[config.mk]
export PLATFORM = sky130hd
export DESIGN_NAME = bsort_ctrl
export DESIGN_NICKNAME = d
export VERILOG_FILES = /design/src/rtl/bsort_pkg.sv /design/src/rtl/bsort_idx_cnt.sv /design/src/rtl/bsort_ctrl.sv
export SDC_FILE = /design/constraint.sdc
export NUM_CORES = 1
export LEC_CHECK = 0
export ABC_AREA = 1
export CORE_MARGIN = 3
export CORE_UTILIZATION = 30
export CTS_BUF_LIST = sky130_fd_sc_hd__clkbuf_16
export CTS_CLUSTER_DIAMETER = 200
export DETAILED_ROUTE_END_ITERATION = 10
export PLACE_DENSITY_LB_ADDON = 0.1
export SYNTH_ARGS = -nofsm -noshare
export SYNTH_HDL_FRONTEND = slang
export SYNTH_HIERARCHICAL = 1
export SYNTH_SLANG_ARGS = --single-unit
[constraint.sdc]
create_clock -name clk -period 4.8 [get_ports clk]
set_input_delay 0.48 -clock clk [delete_from_list [all_inputs] [get_ports clk]]
set_output_delay 0.48 -clock clk [all_outputs]
set_load 0.02 [all_outputs]
[src/rtl/bsort_pkg.sv]
`default_nettype none
// ============================================================================
//  Module      : bsort_pkg
//  Description : Shared types and constants for the bubble-sort controller.
//                Holds the controller state encoding, the default data and
//                address widths, and the width of the swap counter.
//  Revision    : 1.0 - initial release
// ============================================================================
package bsort_pkg;

    localparam int DW_DEF     = 8;   // default data word width
    localparam int AW_DEF     = 4;   // default index/address width
    localparam int SWAP_CNT_W = 8;   // swap counter width (saturating)

    typedef enum logic [1:0] {
        ST_IDLE = 2'd0,
        ST_CMP  = 2'd1,
        ST_SWAP = 2'd2,
        ST_DONE = 2'd3
    } state_t;

endpackage : bsort_pkg
`default_nettype wire

[src/rtl/bsort_idx_cnt.sv]
`default_nettype none
// ============================================================================
//  Module      : bsort_idx_cnt
//  Description : Loadable up/down index counter with a terminal compare.
//                Up mode   : term = !(cnt+1 < bound)  (inner index reached end)
//                Down mode : term =  (cnt-1 == bound) (outer pass end reached lo)
//                Load has priority over step. All arithmetic is AW bits.
//  Ports       : clk, rst       - clock, synchronous active-high reset
//                load, load_val - synchronous load
//                step           - advance by one in the configured direction
//                bound          - compare operand for the terminal flag
//                cnt            - current count
//                term           - terminal condition (combinational)
//  Revision    : 1.0 - initial release
// ============================================================================
module bsort_idx_cnt #(
    parameter int             AW      = 4,
    parameter bit             DEC     = 1'b0,
    parameter logic [AW-1:0]  RST_VAL = '0
) (
    input  logic          clk,
    input  logic          rst,
    input  logic          load,
    input  logic [AW-1:0] load_val,
    input  logic          step,
    input  logic [AW-1:0] bound,
    output logic [AW-1:0] cnt,
    output logic          term
);

    logic [AW-1:0] w_cnt_next;

    generate
        if (DEC) begin : g_dec
            assign w_cnt_next = cnt - AW'(1);
            assign term       = (w_cnt_next == bound);
        end else begin : g_inc
            assign w_cnt_next = cnt + AW'(1);
            assign term       = !(w_cnt_next < bound);
        end
    endgenerate

    always_ff @(posedge clk) begin
        if (rst) begin
            cnt <= RST_VAL;
        end else if (load) begin
            cnt <= load_val;
        end else if (step) begin
            cnt <= w_cnt_next;
        end
    end

endmodule : bsort_idx_cnt
`default_nettype wire

[src/rtl/bsort_ctrl.sv]
`default_nettype none
// ============================================================================
//  Module      : bsort_ctrl
//  Description : Sequencing controller for the bubble-sort engine. Walks the
//                inner index j over [lo, last) comparing (j, j+1), issues a
//                one-cycle swap write when the left element is larger, and
//                shrinks the window by one after every pass. Stops early after
//                a pass without swaps.
//  Ports       : clk, rst        - clock, synchronous active-high reset
//                start, lb, ub   - sort request and inclusive window bounds
//                busy, done      - status / one-cycle completion pulse
//                addr_a, addr_b  - left/right element addresses (j, j+1)
//                rd_a, rd_b      - combinational read data from the reg file
//                we, wd_a, wd_b  - dual write strobe and data
//                swaps           - saturating swap count of the current sort
//  Revision    : 1.0 - initial release
// ============================================================================
module bsort_ctrl
    import bsort_pkg::*;
#(
    parameter int DW = DW_DEF,
    parameter int AW = AW_DEF
) (
    input  logic                  clk,
    input  logic                  rst,
    input  logic                  start,
    input  logic [AW-1:0]         lb,
    input  logic [AW-1:0]         ub,
    output logic                  busy,
    output logic                  done,
    output logic [AW-1:0]         addr_a,
    output logic [AW-1:0]         addr_b,
    input  logic [DW-1:0]         rd_a,
    input  logic [DW-1:0]         rd_b,
    output logic                  we,
    output logic [DW-1:0]         wd_a,
    output logic [DW-1:0]         wd_b,
    output logic [SWAP_CNT_W-1:0] swaps
);

    // ------------------------------------------------------------------
    // State and datapath registers
    // ------------------------------------------------------------------
    state_t                r_state;
    state_t                w_state_nxt;
    logic [AW-1:0]         r_j;
    logic [AW-1:0]         r_last;
    logic [AW-1:0]         r_lo;
    logic                  r_swapped;
    logic [DW-1:0]         r_tmp_a;
    logic [DW-1:0]         r_tmp_b;
    logic [SWAP_CNT_W-1:0] r_swaps;

    // Control strobes from the next-state logic
    logic                  w_j_load;
    logic [AW-1:0]         w_j_load_val;
    logic                  w_j_step;
    logic                  w_j_term;
    logic                  w_last_load;
    logic                  w_last_step;
    logic                  w_last_term;
    logic                  w_lo_load;
    logic                  w_swaps_clr;
    logic                  w_swaps_inc;
    logic                  w_tmp_load;
    logic                  w_sw_set;
    logic                  w_sw_clr;
    logic                  w_adv;
    logic                  w_sw_eff;

    // ------------------------------------------------------------------
    // Inner index j: terminal when j+1 is no longer below last
    // ------------------------------------------------------------------
    bsort_idx_cnt #(
        .AW      (AW),
        .DEC     (1'b0),
        .RST_VAL ('0)
    ) u_j_cnt (
        .clk      (clk),
        .rst      (rst),
        .load     (w_j_load),
        .load_val (w_j_load_val),
        .step     (w_j_step),
        .bound    (r_last),
        .cnt      (r_j),
        .term     (w_j_term)
    );

    // ------------------------------------------------------------------
    // Outer pass end `last`: terminal when last-1 reaches lo, i.e. the
    // next pass would contain a single element and cannot swap anything
    // ------------------------------------------------------------------
    bsort_idx_cnt #(
        .AW      (AW),
        .DEC     (1'b1),
        .RST_VAL ('0)
    ) u_last_cnt (
        .clk      (clk),
        .rst      (rst),
        .load     (w_last_load),
        .load_val (ub),
        .step     (w_last_step),
        .bound    (r_lo),
        .cnt      (r_last),
        .term     (w_last_term)
    );

    // The swap happening this cycle counts towards the pass flag
    assign w_sw_eff = r_swapped | (r_state == ST_SWAP);

    // ------------------------------------------------------------------
    // Next-state / control logic
    // ------------------------------------------------------------------
    always_comb begin
        w_state_nxt  = r_state;
        w_j_load     = 1'b0;
        w_j_load_val = r_lo;
        w_j_step     = 1'b0;
        w_last_load  = 1'b0;
        w_last_step  = 1'b0;
        w_lo_load    = 1'b0;
        w_swaps_clr  = 1'b0;
        w_swaps_inc  = 1'b0;
        w_tmp_load   = 1'b0;
        w_sw_set     = 1'b0;
        w_sw_clr     = 1'b0;
        w_adv        = 1'b0;

        case (r_state)
            ST_IDLE: begin
                if (start) begin
                    w_lo_load   = 1'b1;
                    w_swaps_clr = 1'b1;
                    if (ub <= lb) begin
                        w_state_nxt = ST_DONE;
                    end else begin
                        w_j_load     = 1'b1;
                        w_j_load_val = lb;
                        w_last_load  = 1'b1;
                        w_sw_clr     = 1'b1;
                        w_state_nxt  = ST_CMP;
                    end
                end
            end
            ST_CMP: begin
                // Strict compare keeps equal elements in place
                if (rd_a > rd_b) begin
                    w_tmp_load  = 1'b1;
                    w_state_nxt = ST_SWAP;
                end else begin
                    w_adv = 1'b1;
                end
            end
            ST_SWAP: begin
                w_sw_set    = 1'b1;
                w_swaps_inc = 1'b1;
                w_adv       = 1'b1;
            end
            ST_DONE: begin
                w_state_nxt = ST_IDLE;
            end
            default: begin
                w_state_nxt = ST_IDLE;
            end
        endcase

        // Advance: next index, next pass, or finish
        if (w_adv) begin
            if (!w_j_term) begin
                w_j_step    = 1'b1;
                w_state_nxt = ST_CMP;
            end else if (!w_sw_eff || w_last_term) begin
                w_state_nxt = ST_DONE;
            end else begin
                w_last_step  = 1'b1;
                w_j_load     = 1'b1;
                w_j_load_val = r_lo;
                w_sw_clr     = 1'b1;
                w_state_nxt  = ST_CMP;
            end
        end
    end

    // ------------------------------------------------------------------
    // Sequential state
    // ------------------------------------------------------------------
    always_ff @(posedge clk) begin
        if (rst) begin
            r_state   <= ST_IDLE;
            r_lo      <= '0;
            r_swapped <= 1'b0;
            r_tmp_a   <= '0;
            r_tmp_b   <= '0;
            r_swaps   <= '0;
        end else begin
            r_state <= w_state_nxt;

            if (w_lo_load) begin
                r_lo <= lb;
            end

            // A pass restart clears the flag even when leaving a swap
            if (w_sw_clr) begin
                r_swapped <= 1'b0;
            end else if (w_sw_set) begin
                r_swapped <= 1'b1;
            end

            if (w_tmp_load) begin
                r_tmp_a <= rd_a;
                r_tmp_b <= rd_b;
            end

            if (w_swaps_clr) begin
                r_swaps <= '0;
            end else if (w_swaps_inc && (r_swaps != '1)) begin
                r_swaps <= r_swaps + SWAP_CNT_W'(1);
            end
        end
    end

    // ------------------------------------------------------------------
    // Outputs. Write data comes straight from the latched read data, so
    // it holds its last value whenever no swap is in progress.
    // ------------------------------------------------------------------
    assign busy   = (r_state != ST_IDLE);
    assign done   = (r_state == ST_DONE);
    assign we     = (r_state == ST_SWAP);
    assign addr_a = r_j;
    assign addr_b = r_j + AW'(1);
    assign wd_a   = r_tmp_b;
    assign wd_b   = r_tmp_a;
    assign swaps  = r_swaps;

endmodule : bsort_ctrl
`default_nettype wire
==> results.yml <==
status:
  outcome: "finished clean"
logic_synthesis:
  synthTopCellsByArea: "dfxtp_1 32%, ha_1 12%, nand2_1 12%"
  yosysMostFrequentCell: "nand2_1"
  ys_seq_area_frac: 0.324
  ys_seq_elements: 39
  synth_edf_count: 0
  synthFlopType: "dfxtp_1"
  yosys.area_share.adder: 0.119
  synth_area_um2: 2410
  synth_top_family_by_area: "simple AND/OR/NAND/NOR gates"
  yosys_warnings: 6
  netlist_instances: 355
  synthTopCellsByCount: "75 x nand2_1, 70 x inv_1, 39 x dfxtp_1, 35 x a21oi_1, 31 x o21ai_0"
  yosys.area_share.simple: 0.256
  async_flop_share: 0
  synthDominantAreaCellType: "dfxtp_1"
  syn_avg_cell_area_um2: 6.78
  synth_nets: 405
  synth_cell_types: 27
  synth_top_area_frac: 0.324
  synth-xor-area-share: 0.0182
  synth_mux_area_frac: 0
  synth_compound_area_frac: 0.156
timing:
  hold_violations: 0
  hold_slack_ns: 0.444
  worstMarginPinSlew_ns: 1.02
  tns_ns: 0
  drv_slew: 0
  max_freq_mhz: 359
  fin_skew_ns: 0.00597
  period_needed_ns: 2.78
  finalCritPeriodShare: 0.580
  rsz0062_at_grt: "false"
  slew_headroom: 0.315
  finalSetupViolations: 0
power:
  p_leak_nw: 1.45
  peakVddDrop_uv: 172
  p_clk_frac: 0.232
  sw_frac_of_total: 0.389
  power_frac_comb: 0.432
  p_int_mw: 0.814
  p_switching_mw: 0.519
  p_per_area_nw_per_um2: 409
  p_seq_frac: 0.336
clock_network:
  cts-buffers-inserted: 5
  root_buffer: "clkbuf_16"
  cts_tree: "yes"
  clock_latency_ns: 0.28
  cts.sinks: 39
  postCtsResizedCells: 0
  postCtsSetupRepairBufs: 0
  clk_pin_slew_worst_paths_ns: 0.06
  htree_levels: 2
  hold_buffers: 0
  clock_path_buffers: 2
critical_path:
  critPathLaunchType: "primary input"
  cp.arrival_ns: 2.90
  worstSetupPathType: "primary input to flip-flop"
  critPathRequiredTime_ns: 4.92
  worst-path-max-fanout: 32
  end_kind: "flip-flop"
global_routing:
  grt.overflow.total: 0
  grt_pass1_wl_um: 10100
  grtUsageTotal: 0.142
  grt_max_degree: 33
  first_global_vias: 2152
  grt_antenna_before_repair: 0
floorplanning:
  dieArea_um2: 9140
  initial_core_util: 0.310
  fp.dieH_um: 95.6
  num_io_pins: 62
  rows: 32
  core_area_um2: 7770
  fp.dieW_um: 95.6
final_layout:
  fin_nets: 468
  fill_cells: 809
  drive_above_1_share: 0.0550
  diodes: 0
  utilization: 0.420
  fin_area_um2: 3260
  area_growth_pct: 35.3
placed_design:
  post_dp_cell_area_um2: 3130
  io_buffers: 61
  gp_congestion: 0.824
  dpl.hpwl_um: 4760
drt:
  highest_layer: "met4"
  drt_iter0_drc: 82
  vias_per_cell: 4.45
  antenna_left: 0
  dr_wl_met2_um: 2720
  vias: 2312
  wl_met1_um: 3080
  wire_per_inst_um: 11.7
  drt-total-wl_um: 6080
  drt_pass1_iterations: 4
  met3_length_um: 243
  route.detailed.drc: 0
min_path:
  hp-class: "flip-flop to flip-flop"
flow_run:
  maxCapViolCount: 0
## cell type report
cell class,instances,area (um^2),share of cell area
sequential,39,781,0.240
tap,102,128,0.0392
clock inverter,2,8.76,0.00269
clock buffer,5,125,0.0384
inverter,75,282,0.0864
timing repair buffer,61,611,0.187
multi-input combinational,236,1330,0.407
## routing by layer
layer,up-vias,GRT usage
met1,1015,0.199
met5,-,0
met3,2,0.0316
li1,1253,-
met4,0,0.0355
met2,42,0.219
## power groups by stage
stage	Sequential, mW	Clock (mW)	Combinational (mW)
final	0.448	0.309	0.575
after detailed placement	0.457	0	0.574
after CTS	0.450	0.322	0.579
after floorplan	0.487	0	0.330
after global placement	0.457	0	0.574
after global routing	0.460	0.335	0.652
## layout by cell type, fill, tap and decap left out, types with 4 or more instances in the layout
master and instances:
a21oi_1 35, clkbuf_16 5, clkdlybuf4s50_1 61, dfxtp_1 39, ha_1 23, inv_1 70
inv_2 5, nand2_1 75, nand3_1 21, nor2_1 18, nor2_2 5, nor3_1 4
o21ai_0 31
## state kept, by name, indices dropped and copies added, names as in the netlist
name	cells
r_lo	4
wd_b	8
u_j_cnt/cnt	4
r_swapped	1
r_state	2
swaps	8
wd_a	8
u_last_cnt/cnt	4
## cells by family after synthesis
group	Yosys count
AOI/OAI and AO/OA	72
xor gates and xnor gates	5
adders and majority gates	23
buffers and inverters	80
DFF	39
and+or+nand+nor	136
## through the flow
| stage | power, mW | std cells | worst slack, ns |
|---|---|---|---|
| floorplan | 0.817 | 355 | 2.40 |
| global placement | 1.03 | 513 | 1.72 |
| detailed placement | 1.03 | 513 | 1.74 |
| CTS | 1.35 | 520 | 2.00 |
| global route | 1.45 | 520 | 1.69 |
| finish | 1.33 | 520 | 2.02 |
## path summary, 6_finish.rpt
path	startpoint	endpoint	slack, ns	cells past startpoint
setup / recovery	rd_b[7]	wd_b[2]	2.02	10
hold / removal	wd_b[1]	wd_b[1]	0.44	2
setup reg to reg	u_j_cnt/cnt[0]	u_j_cnt/cnt[0]	2.08	14
hold reg to reg	wd_b[1]	wd_b[1]	0.44	2
## worst max-delay path, stage by stage
cell and delay (ns):
clkdlybuf4s50_1 0.49, inv_1 0.05, ha_1 0.28, nand2_1 0.07, nor2_1 0.15, nand2_1 0.07, nand2_1 0.08, nand3_1 0.70
o21ai_0 0.45, a21oi_1 0.07
Note: power is estimated with default switching activity, not from simulation.
